### src/rtl/z80_io_pkg.sv
// Shared types and limits for the Z80-style I/O cycle controller.
package z80_io_pkg;
  typedef enum logic [2:0] {IDLE, T1, T2, TW, T3} io_state_t;
  localparam int IO_WAIT_MAX = 7;
endpackage

### src/rtl/z80_io_ctrl.sv
// Z80-style I/O cycle sequencer: T1/T2/TW.../T3 with registered bus outputs,
// automatic wait states plus peripheral WAIT_L stretching.
module z80_io_ctrl
  import z80_io_pkg::*;
#(
  parameter int WAIT_STATES = 1
) (
  input  logic        clk,
  input  logic        reset,
  input  logic        req,
  input  logic        we,
  input  logic [15:0] port_addr,
  input  logic [7:0]  wdata,
  output logic        ack,
  output logic        done,
  output logic [7:0]  rdata,
  output logic        busy,
  output logic [15:0] addr_out,
  output logic        addr_oe,
  output logic [7:0]  data_out,
  output logic        data_oe,
  input  logic [7:0]  data_in,
  output logic        IORQ_L,
  output logic        RD_L,
  output logic        WR_L,
  input  logic        WAIT_L
);
  localparam int WS = (WAIT_STATES > IO_WAIT_MAX) ? IO_WAIT_MAX :
                      (WAIT_STATES < 1) ? 1 : WAIT_STATES;
  localparam logic [2:0] CNT_LOAD = 3'(WS - 1);

  io_state_t   state, state_nx;
  logic [2:0]  cnt;
  logic        lat_we;
  logic [15:0] lat_addr;
  logic [7:0]  lat_wdata;
  logic        leave_tw;
  logic        cur_we;
  logic [15:0] cur_addr;
  logic [7:0]  cur_wdata;
  logic        iorq_nx, rd_nx, wr_nx, aoe_nx, doe_nx, done_nx;
  logic [15:0] addr_nx;
  logic [7:0]  dout_nx;

  assign ack      = (state == IDLE) && req;
  assign busy     = (state != IDLE);
  assign leave_tw = (state == TW) && (cnt == 3'd0) && WAIT_L;

  always_ff @(posedge clk) begin
    if (reset) state <= IDLE;
    else       state <= state_nx;
  end

  always_comb begin
    state_nx = state;
    case (state)
      IDLE:    if (req) state_nx = T1;
      T1:      state_nx = T2;
      T2:      state_nx = TW;
      TW:      if (leave_tw) state_nx = T3;
      T3:      state_nx = IDLE;
      default: state_nx = IDLE;
    endcase
  end

  // Outputs are registered, so they are decoded from the state being entered;
  // on accept the latch is not yet loaded, so take the request inputs directly.
  assign cur_we    = ack ? we        : lat_we;
  assign cur_addr  = ack ? port_addr : lat_addr;
  assign cur_wdata = ack ? wdata     : lat_wdata;

  always_comb begin
    iorq_nx = 1'b1;
    rd_nx   = 1'b1;
    wr_nx   = 1'b1;
    aoe_nx  = 1'b0;
    doe_nx  = 1'b0;
    done_nx = 1'b0;
    addr_nx = 16'h0000;
    dout_nx = 8'h00;
    case (state_nx)
      T1, T2, TW, T3: begin
        aoe_nx  = 1'b1;
        addr_nx = cur_addr;
        doe_nx  = cur_we;
        dout_nx = cur_wdata;
        done_nx = (state_nx == T3);
        if (state_nx == T2 || state_nx == TW) begin
          iorq_nx = 1'b0;
          rd_nx   = cur_we;
          wr_nx   = !cur_we;
        end
      end
      default: ;
    endcase
  end

  always_ff @(posedge clk) begin
    if (reset) begin
      lat_we    <= 1'b0;
      lat_addr  <= 16'h0000;
      lat_wdata <= 8'h00;
      cnt       <= 3'd0;
      rdata     <= 8'h00;
      IORQ_L    <= 1'b1;
      RD_L      <= 1'b1;
      WR_L      <= 1'b1;
      addr_oe   <= 1'b0;
      data_oe   <= 1'b0;
      done      <= 1'b0;
      addr_out  <= 16'h0000;
      data_out  <= 8'h00;
    end else begin
      if (ack) begin
        lat_we    <= we;
        lat_addr  <= port_addr;
        lat_wdata <= wdata;
      end
      if (state == T2)                       cnt <= CNT_LOAD;
      else if (state == TW && cnt != 3'd0)   cnt <= cnt - 3'd1;
      if (leave_tw && !lat_we)               rdata <= data_in;
      IORQ_L   <= iorq_nx;
      RD_L     <= rd_nx;
      WR_L     <= wr_nx;
      addr_oe  <= aoe_nx;
      data_oe  <= doe_nx;
      done     <= done_nx;
      addr_out <= addr_nx;
      data_out <= dout_nx;
    end
  end
endmodule

### config.mk
export PLATFORM = sky130hd
export DESIGN_NAME = z80_io_ctrl
export DESIGN_NICKNAME = d
export VERILOG_FILES = /design/src/rtl/z80_io_pkg.sv /design/src/rtl/z80_io_ctrl.sv
export SDC_FILE = /design/constraint.sdc
export NUM_CORES = 1
export LEC_CHECK = 0
export BUFFER_PORTS_ARGS = -buffer_cell sky130_fd_sc_hd__clkbuf_2
export CAP_MARGIN = 20
export CORE_ASPECT_RATIO = 0.9
export CORE_MARGIN = 2
export CORE_UTILIZATION = 42
export DETAILED_ROUTE_END_ITERATION = 7
export GPL_TIMING_DRIVEN = 0
export PLACE_DENSITY = 0.73
export SYNTH_ARGS = -nofsm -noshare
export SYNTH_HDL_FRONTEND = slang
export SYNTH_SLANG_ARGS = --single-unit
### constraint.sdc
create_clock -name clk -period 4.8 [get_ports clk]
set_input_delay 0.96 -clock clk [delete_from_list [all_inputs] [get_ports clk]]
set_output_delay 0.96 -clock clk [all_outputs]
set_load 0.01 [all_outputs]
==> reports/summary.md <==
• 0.625 — post-route clock period utilization
• 0.319 — fraction of final layout cells sized beyond drive strength 1
• 0.0321 — multiplexer area fraction after synthesis
• 0.00315 mm^2 — final instance area
• 0 — Final setup viols
• 0.00249 mm^2 — cell area after technology mapping
• 5 — worst-case reg-to-reg path depth
• 543 — number of filler cells placed in the layout
• finished clean — result of the run
• 333 MHz — f_max
• 88 — DRC violation total after the first TritonRoute iteration
• 0 — Residual DRC
• 0.166 — global-route total usage across every layer
• 0.541 ns — actual slew at the worst max-slew pin
• 0.00601 ns — Clock Skew
• 403 mW/mm^2 — power density of the placed cells
• input port — startpoint types
• 0.00296 mm^2 — area of placed instances
• done — CTS tree
• 0.00569 mm^2 — core box area
• 85.2 um — DIE WIDTH
• 9 — total CTS buffers
• 0.45 ns — largest incremental delay on the critical path
• 69 — Sinks on Clock Net
• clkbuf_8 — clock root buffer
• dfxtp_1, a21oi_1, nand2_1 — leading post-synthesis cells by cell area
• 272 — Synth Instances
• clkbuf_2 — cell type with the highest occurrence count on the critical path
• 76 — number of input and output port buffers inserted
• 69 — flop and latch count out of synthesis
• 3 — maximum level of the CTS H-tree
• 0 — pins over their slew limit
• 0 — Maximum Capacitance Violations
• 11 — pin count of the biggest net entering global routing
• 1.33 nW — reported leakage power
• 0.640 — worst-case headroom to the max-slew limit
• 3.84 ns — WP data required
• flop to flop — class of the tightest hold or removal check
• 0 — Antenna Diode Count
• 2077 — total number of vias
• 9.16 um^2 — mean instance size in the synthesized netlist
• 1.80 ns — Worst Slack Setup Final
• req — launching instance or port of the critical path
• 0.260 — proportion of total power due to net switching
• input port to primary output — kind of critical path
• 0 — parity-gate share of the synthesized area counting xor and xnor cells
• 0 — number of routed nets with antenna violations
• primary output — CP endpoint kind
• 0 — initial antenna violation count
• 0.00656 mm^2 — total die area
• 0.07 ns — clock-pin slew of the registers on the worst-case setup and hold paths
• 77 — io pins
• 1938 — vias in the first global route
• 0 — number of enable-type register cells in the synthesized netlist
• 0.000329 W — P_sw
• 257 uV — worst ir drop on vdd
• or4b_1 — slowest stage cell, crit path
• 0 ns — summed negative setup slack over all endpoints
• 3.00 ns — minimum clock period after layout
• 0.231 — basic-gate share of the synthesized area counting and, or, nand and nor cells
• 0 — share of flip-flops with an asynchronous set or reset after synthesis
• 30 — number of different library cells in the post-synthesis netlist
• 398 — number of nets in the final layout
• 0.0100 — arithmetic-cell share of the synthesized area counting full adders, half adders and majority gates
• 0 — aggregate global routing overflow
• 0.154 — logic gate share of total power
• lat_we — hold path startpoint
• simple AND/OR/NAND/NOR gates — dominant combinational cell family by area after synthesis
• 0.452 ns — WHS
• 0 — endpoints failing hold
• state[0] — launch point of the worst reg-to-reg path
• 0.438 — effective utilization at floorplan
• 0.347 — clock share of power
• 0.553 — Post-Route Utilization
• dfxtp_1 — most instantiated flip-flop cell in the synthesis netlist
• 0.710 — RD Place Congestion
• 0.000939 W — cell-internal power
• 26.4% — synthesis-to-layout area growth
• 4.79 — via count normalized by instance count
• 2.04 ns — data arrival time of the critical path
• 0.499 — sequential power share
• 4 — DRT Pass-1 Iters
• 26 — number of standard-cell rows in the floorplan
• 12.4 um — routed len/inst
• 0 — number of resized instances in the post-cts repair step
• 77.1 um — height of the chip
• 311 — synthesized net count
• 0.554 — fraction of post-synthesis cell area in the top cell type by area
• 10 — top fanout value on the critical path
• 8600 um — first-pass GRT wire length
• 5400 um — final wirelength
• 2 — Bufs on Longest Clock Path
• false — unrepaired setup endpoints after global routing
• dfxtp_1 — most common cell in the synthesized netlist
• 0.554 — sequential element share of the synthesized area
• 0 — hold_buf cts
• clkbuf_2 -> or4b_1 -> buf_6 -> clkinv_4 -> buf_12 -> clkbuf_2 — worst-path cell chain
• 0 — number of warnings reported in the yosys synthesis log
• 1 — cell depth of the worst hold path
• dfxtp_1 — most area-hungry cell type in the Yosys netlist
• 0 — post-CTS setup repair buffer count
• 3820 um — detailed-placement wirelength estimate
• 0.123 — share of the synthesized area in compound gates (AO/OA/AOI/OAI)
• 1.80 ns — DP Worst Slack
• dfxtp_1, nand2_1, a21oi_1 — top post-synthesis cells by count
• 0.33 ns — clock insertion delay at the later pin of the skew report
-- per-stage QoR --
| step | instances | power (W) |
|---|---|---|
| floorplan | 272 | 0.000769 |
| global placement | 418 | 0.000838 |
| detailed placement | 418 | 0.000843 |
| CTS | 434 | 0.00128 |
| global route | 434 | 0.00133 |
| finish | 434 | 0.00127 |
-- layer usage --
layer  wire, um  global-route usage  part of all wire  vias to the layer above
li1           -                   -                 -                     1079
met1       2520               0.206              0.47                      928
met2       2520               0.270              0.47                       62
met3        280              0.0355             0.052                        8
met4         82              0.0873             0.015                        0
met5          0                   0                 0                        -
-- layout make-up --
class | instances | area, um^2 | share of cell area
Buffer | 17 | 106 | 0.0338
Clock buffer | 16 | 190 | 0.0604
Inverter | 3 | 16.3 | 0.00516
Multi-Input combinational cell | 183 | 987 | 0.313
Sequential cell | 69 | 1380 | 0.439
Tap cell | 70 | 87.6 | 0.0278
Timing Repair Buffer | 76 | 380 | 0.121
-- layout by cell type, fill, tap and decap left out --
cell | netlist | layout
nand3_1 | 1 | 1
clkinv_4 | 1 | 1
or2_2 | 1 | 1
buf_12 | 2 | 2
o21ai_0 | 1 | 1
buf_2 | 2 | 2
mux2i_1 | 8 | 8
and3_1 | 2 | 2
o21ba_2 | 1 | 1
clkbuf_8 | 0 | 13
nand2_1 | 56 | 56
nand2_2 | 19 | 19
nand4b_1 | 1 | 1
a21oi_1 | 52 | 52
buf_6 | 1 | 1
nor4bb_1 | 1 | 1
clkbuf_2 | 0 | 76
o31ai_1 | 2 | 2
buf_1 | 1 | 1
dfxtp_1 | 69 | 69
nor2_1 | 4 | 4
nor3_1 | 2 | 2
o2bb2ai_1 | 1 | 1
nand2b_1 | 18 | 18
nor2b_1 | 3 | 3
o21a_1 | 1 | 1
or3_1 | 1 | 1
clkbuf_1 | 11 | 14
nand4_1 | 5 | 5
or4b_1 | 1 | 1
inv_1 | 2 | 2
ha_1 | 2 | 2
-- power by group through the flow --
stage	combinational, W	sequential [W]	clock [W]
2_1_floorplan	0.000116	0.000653	0
3_3_place_gp	0.000194	0.000644	0
3_5_place_dp	0.000198	0.000646	0
4_1_cts	0.000198	0.000633	0.000452
5_1_grt	0.000216	0.000637	0.000475
6_report	0.000195	0.000633	0.000440
-- flip-flops by register name, summed over array words and instances, names as in the netlist, 3 cells and up --
signal / cells
lat_wdata: 8
data_out: 8
cnt: 3
lat_addr: 16
addr_out: 16
state: 3
rdata: 8
-- worst max-delay path: cells and delay by family --
kind | cells | cell delay [ns]
buffers and inverters | 5 | 0.63
and+or+nand+nor | 1 | 0.45
-- kinds of logic (layout without fill, tap and decap cells) --
family          Yosys count  in the layout
flops                    69             69
fa+ha+maj                 2              2
simple gates            115            115
buf+inv                  20            112
compound gates           58             58
mux                       8              8
-- path summary, 6_finish.rpt --
kind	to	slack, ns
worst max-delay path	ack	1.80
worst min-delay path	WR_L	0.45
worst max register to register	addr_out[7]	3.04
worst min register to register	WR_L	0.45
Note: power is estimated with default switching activity, not from simulation.
